### config.mk
export PLATFORM = sky130hd
export DESIGN_NAME = pipeline_control_unit
export DESIGN_NICKNAME = d
export VERILOG_FILES = /design/src/rtl/pipeline_control_unit.sv
export SDC_FILE = /design/constraint.sdc
export NUM_CORES = 1
export LEC_CHECK = 0
export ABC_AREA = 0
export CAP_MARGIN = 20
export CORE_UTILIZATION = 55
export CTS_CLUSTER_SIZE = 40
export DETAILED_ROUTE_END_ITERATION = 16
export PLACE_DENSITY = 0.95
export SKIP_LAST_GASP = 1
export SLEW_MARGIN = 20
export SYNTH_ARGS = -nofsm -noshare
export SYNTH_HDL_FRONTEND = slang
export SYNTH_SLANG_ARGS = --single-unit
### constraint.sdc
create_clock -name clk_i -period 4.1 [get_ports clk_i]
set_clock_uncertainty 0.05 [all_clocks]
set_input_delay 0.82 -clock clk_i [delete_from_list [all_inputs] [get_ports clk_i]]
set_output_delay 0.82 -clock clk_i [all_outputs]
set_load 0.01 [all_outputs]
### src/rtl/pipeline_control_unit.sv
// Stall/flush sequencer for a 5-stage RV32I pipeline: combines RAW hazard,
// EX redirect and data-memory handshake into per-stage enables and flushes.
module pipeline_control_unit #(
  parameter int unsigned MEM_TIMEOUT = 16,
  parameter int unsigned HAZARD_MAX  = 4,
  parameter int unsigned CNT_W       = 32
) (
  input  logic             clk_i,
  input  logic             rst_n_i,
  input  logic             hazard_detected_i,
  input  logic             branch_taken_i,
  input  logic             dmem_req_i,
  input  logic             dmem_ack_i,
  output logic             pc_en_o,
  output logic             if_id_en_o,
  output logic             id_ex_en_o,
  output logic             ex_mem_en_o,
  output logic             mem_wb_en_o,
  output logic             if_id_flush_o,
  output logic             id_ex_flush_o,
  output logic             mem_wb_flush_o,
  output logic [1:0]       state_o,
  output logic [CNT_W-1:0] stall_cycles_o,
  output logic             timeout_o
);

  localparam int unsigned WAIT_W = $clog2(MEM_TIMEOUT + 1);
  localparam int unsigned HAZ_W  = $clog2(HAZARD_MAX + 1);

  typedef enum logic [1:0] {
    ST_RUN      = 2'd0,
    ST_MEM_WAIT = 2'd1,
    ST_ERROR    = 2'd2
  } state_e;

  state_e            state_q;
  logic [WAIT_W-1:0] wait_cnt_q;
  logic [HAZ_W-1:0]  haz_cnt_q;
  logic [HAZ_W-1:0]  haz_cnt_d;
  logic [CNT_W-1:0]  stall_cnt_q;
  logic [CNT_W-1:0]  stall_cnt_d;
  logic              timeout_q;

  logic              in_error_s;
  logic              freeze_s;
  logic              branch_s;
  logic              haz_apply_s;
  logic              haz_trip_s;
  logic              wait_trip_s;
  logic [4:0]        en_s;
  logic [2:0]        flush_s;

  // Any encoding other than RUN/MEM_WAIT is treated as the absorbing error state.
  always_comb begin
    in_error_s = (state_q != ST_RUN) && (state_q != ST_MEM_WAIT);
    if (state_q == ST_RUN) begin
      freeze_s = dmem_req_i && !dmem_ack_i;
    end else if (state_q == ST_MEM_WAIT) begin
      freeze_s = !dmem_ack_i;
    end else begin
      freeze_s = 1'b0;
    end
    branch_s    = !in_error_s && !freeze_s && branch_taken_i;
    haz_apply_s = !in_error_s && !freeze_s && !branch_taken_i && hazard_detected_i;
    haz_trip_s  = haz_apply_s && (haz_cnt_q == HAZ_W'(HAZARD_MAX - 1));
    wait_trip_s = freeze_s && (state_q == ST_MEM_WAIT)
                  && (wait_cnt_q == WAIT_W'(MEM_TIMEOUT - 1));
  end

  // Hazard run length: grows on applied stalls, frozen cycles leave it alone.
  always_comb begin
    if (haz_apply_s) begin
      haz_cnt_d = haz_cnt_q + HAZ_W'(1);
    end else if (freeze_s || in_error_s) begin
      haz_cnt_d = haz_cnt_q;
    end else begin
      haz_cnt_d = {HAZ_W{1'b0}};
    end
  end

  // Enable/flush decode, priority error > freeze > branch > hazard > normal.
  always_comb begin
    en_s    = 5'b11111;
    flush_s = 3'b000;
    if (!rst_n_i) begin
      en_s    = 5'b00000;
      flush_s = 3'b111;
    end else if (in_error_s) begin
      en_s    = 5'b00000;
      flush_s = 3'b000;
    end else if (freeze_s) begin
      // WB instruction retires once; a bubble follows it while MEM is held.
      en_s    = 5'b00000;
      flush_s = 3'b001;
    end else if (branch_s) begin
      en_s    = 5'b11111;
      flush_s = 3'b110;
    end else if (haz_apply_s) begin
      en_s    = 5'b00111;
      flush_s = 3'b010;
    end else begin
      en_s    = 5'b11111;
      flush_s = 3'b000;
    end
  end

  assign {pc_en_o, if_id_en_o, id_ex_en_o, ex_mem_en_o, mem_wb_en_o} = en_s;
  assign {if_id_flush_o, id_ex_flush_o, mem_wb_flush_o}                = flush_s;

  // Saturating stall counter next value.
  always_comb begin
    if (!en_s[4] && !in_error_s && (stall_cnt_q != {CNT_W{1'b1}})) begin
      stall_cnt_d = stall_cnt_q + CNT_W'(1);
    end else begin
      stall_cnt_d = stall_cnt_q;
    end
  end

  // Stall cycle performance counter.
  always_ff @(posedge clk_i) begin
    if (!rst_n_i) begin
      stall_cnt_q <= {CNT_W{1'b0}};
    end else begin
      stall_cnt_q <= stall_cnt_d;
    end
  end

  // Memory-wait FSM with timeout and hazard watchdog.
  always_ff @(posedge clk_i) begin
    if (!rst_n_i) begin
      state_q    <= ST_RUN;
      wait_cnt_q <= {WAIT_W{1'b0}};
      haz_cnt_q  <= {HAZ_W{1'b0}};
      timeout_q  <= 1'b0;
    end else begin
      haz_cnt_q <= haz_cnt_d;
      case (state_q)
        ST_RUN: begin
          if (freeze_s) begin
            state_q    <= ST_MEM_WAIT;
            wait_cnt_q <= WAIT_W'(1);
          end else if (haz_trip_s) begin
            state_q   <= ST_ERROR;
            timeout_q <= 1'b1;
          end else begin
            state_q <= ST_RUN;
          end
        end
        ST_MEM_WAIT: begin
          if (wait_trip_s) begin
            state_q   <= ST_ERROR;
            timeout_q <= 1'b1;
          end else if (freeze_s) begin
            wait_cnt_q <= wait_cnt_q + WAIT_W'(1);
          end else if (haz_trip_s) begin
            state_q    <= ST_ERROR;
            wait_cnt_q <= {WAIT_W{1'b0}};
            timeout_q  <= 1'b1;
          end else begin
            state_q    <= ST_RUN;
            wait_cnt_q <= {WAIT_W{1'b0}};
          end
        end
        ST_ERROR: begin
          state_q   <= ST_ERROR;
          timeout_q <= 1'b1;
        end
        default: begin
          state_q   <= ST_ERROR;
          timeout_q <= 1'b1;
        end
      endcase
    end
  end

  assign state_o        = state_q;
  assign stall_cycles_o = stall_cnt_q;
  assign timeout_o      = timeout_q;

endmodule

==> flow_summary.ini <==
[worst_setup_path]
critPathMaxFanout = 7
worstPathCellList = clkdlybuf4s50_1 -> o21ba_2 -> or4_1 -> inv_1 -> clkdlybuf4s50_1
worstSetupPathType = in -> out
worst_ep_arrival_time_ps = 2740
critical-path-slowest-cell = or4_1
critPathLaunch = dmem_ack_i
crit_family = buffers and inverters
crit_buf_inv = 3
worstPathRequired_ps = 3230
cp-start-kind = input pin
critical_path.most_common_cell = clkdlybuf4s50_1
end_kind = output port
reg2reg_from = stall_cycles_o[13]
crit_path_max_incr_delay_ps = 540

[placed_design]
dp_hpwl_um = 3818
port_buffers = 48
gp_congestion = 0.8294

[yosys]
syn-cell-area_um2 = 2290
synth_top_area_cell = dfxtp_1
syn_nets = 294
yosysUniqueCellTypes = 43
synth_top_area_share_pct = 37.60
synth_async_sr_flop_share_pct = 0
synth_cells = 283
ys.warnings.count = 0
ys.flop_type = dfxtp_1
ys_ff_latch = 43
synth-seq-area-share_pct = 37.60
synth_area_per_cell_um2 = 8.091
synth_edf_count = 0
ys_top_cells_by_area = dfxtp_1, a21oi_1, o21ai_0

[sta]
tightest_slew_ps = 737.3
min_period_ps = 3607
timing.final.hold_violations = 0
relSlewSlack_pct = 50.55
clock.fmax_mhz = 277.2
slew_viol_final = 0
setup_viol = 0
setup_tns_ps = 0
rsz0062_at_grt = no
post-route-period-util_pct = 87.98

[layout]
syn2layout_area_growth_pct = 24.97
post_route_cells_drive_above_1_share_pct = 6.135
final_cell_mix = clkdlybuf4s50_1, dfxtp_1, a21oi_1
final_nets = 336
n_fill_cell = 324
final_common_cell = clkdlybuf4s50_1
n_antenna_cell = 0

[floorplanning]
start_util_pct = 57.24
die-area_um2 = 4425
die_x_um = 66.52
design.core.area_um2 = 4000
die_h_um = 66.52
top_level_ports = 49
num_rows = 23

[detailed_routing]
drt_first_pass_iters = 4
antenna_left = 0
vias_per_cell = 6.162
num_vias = 2317
first_iter_violations = 188
drcViolationCount = 0
drt_wl_total_um = 5465
wl_per_cell_um = 14.53

[cts]
clk_latency_ps = 300
htree_levels = 2
postCtsSetupBuffers = 0
postCtsHoldBufs = 0
cts_resized = 0
cts_inserted_buffers = 5
clock-sinks = 43
cts.reportedPaths.clkPinSlew_ps = 80
cts_buffer_depth = 2
cts_tree = done
cts-root-buf = clkbuf_8

[pwr]
powerDensity_nw_per_um2 = 267.0
p_total_mw = 0.7639
leakagePower_nw = 0.8898
power.internal_mw = 0.5749
p_clk_share_pct = 34.9
vdd_drop_max_v = 0.0001913
comb_power_share_pct = 8.9
pwr-share-seq_pct = 56.2
switching_share_pct = 24.74
p_sw_mw = 0.1890

[grt]
grt-ovfl-total = 0
grt_usage_pct = 26.74
grt_pass1_wl_um = 9121
grt_antenna_before_repair = 0
grt_start_max_net_pins = 34
first_global_vias = 2072

[worst_hold_path]
hp-start = wait_cnt_q[3]
hold_path.class = reg -> reg

[job]
maxCapViolCount = 0

[outcome]
outcome = finished, final reports clean
[power by group through the flow]
stage | combinational [mW] | sequential (mW) | clock, mW
after global placement | 0.0660 | 0.439 | 0
after floorplan | 0.0383 | 0.439 | 0
final | 0.0682 | 0.429 | 0.266
after CTS | 0.0683 | 0.429 | 0.270
after detailed placement | 0.0679 | 0.439 | 0
after global routing | 0.0749 | 0.430 | 0.288
[Yosys cell counts, types with 8 or more instances]
cell	count
or3_1	21
nor2_1	12
dfxtp_1	43
a21oi_1	34
or4_1	10
nand4_1	11
o21ai_0	29
o31ai_1	10
nand3_1	13
nand2_1	22
nand2b_1	8
[final cells by class]
class / count / area, um2 / share of cell area (%)
multi-input combinational: 217 / 1324 / 46.26
sequential: 43 / 860.8 / 30.08
timing repair buffer: 51 / 503.0 / 17.58
clock buffer: 6 / 72.57 / 2.536
tap: 50 / 62.56 / 2.186
inverter: 7 / 26.28 / 0.9182
clock inverter: 2 / 12.51 / 0.4373
[metrics by stage]
stage                     cells  setup slack (ps)  hold WS (ps)  util, %  cell area [um2]
after global routing        376             381.7         436.0    71.54             2861
after CTS                   376             483.6         425.4    71.54             2861
after detailed placement    368             481.7         412.4    69.41             2776
after global placement      368             519.6         401.4    69.41             2776
after floorplan             283              1327         376.1        -             2290
final                       376             492.6         424.9    71.54             2861
[path summary, 6_finish.rpt]
path	depth (start not counted)	slack (ps)	end
worst max-delay path	5	490	if_id_en_o
worst min register to register	1	420	wait_cnt_q[3]
worst max register to register	5	1620	stall_cycles_o[3]
worst min-delay path	1	420	wait_cnt_q[3]
[logic make-up after synthesis]
family / share of synthesized area, %
AOI/OAI and AO/OA: 22.68
xor gates and xnor gates: 0.7652
adders and majority gates: 2.732
buffers and inverters: 4.591
DFF: 37.60
muxes: 0.8744
and+or+nand+nor: 30.76
[registers in the layout (all words and copies together), names as in the netlist]
name / flops
haz_cnt_q: 3
timeout_o: 1
stall_cycles_o: 32
state_o: 2
wait_cnt_q: 5
[worst reg2reg max path, delay by kind of cell (launching register included)]
kind / cells / cell delay [ps]
compound gates: 3 / 1000
simple gates: 2 / 880
flops: 1 / 480
[layer usage]
metal	vias up	global-route usage, %	wire (um)
li1	1144	-	-
met1	1087	32.73	2455
met5	-	0	0
met3	10	6.164	292
met4	0	10.11	83
met2	76	45.28	2634
No activity file was read; power rests on OpenSTA's default activity.
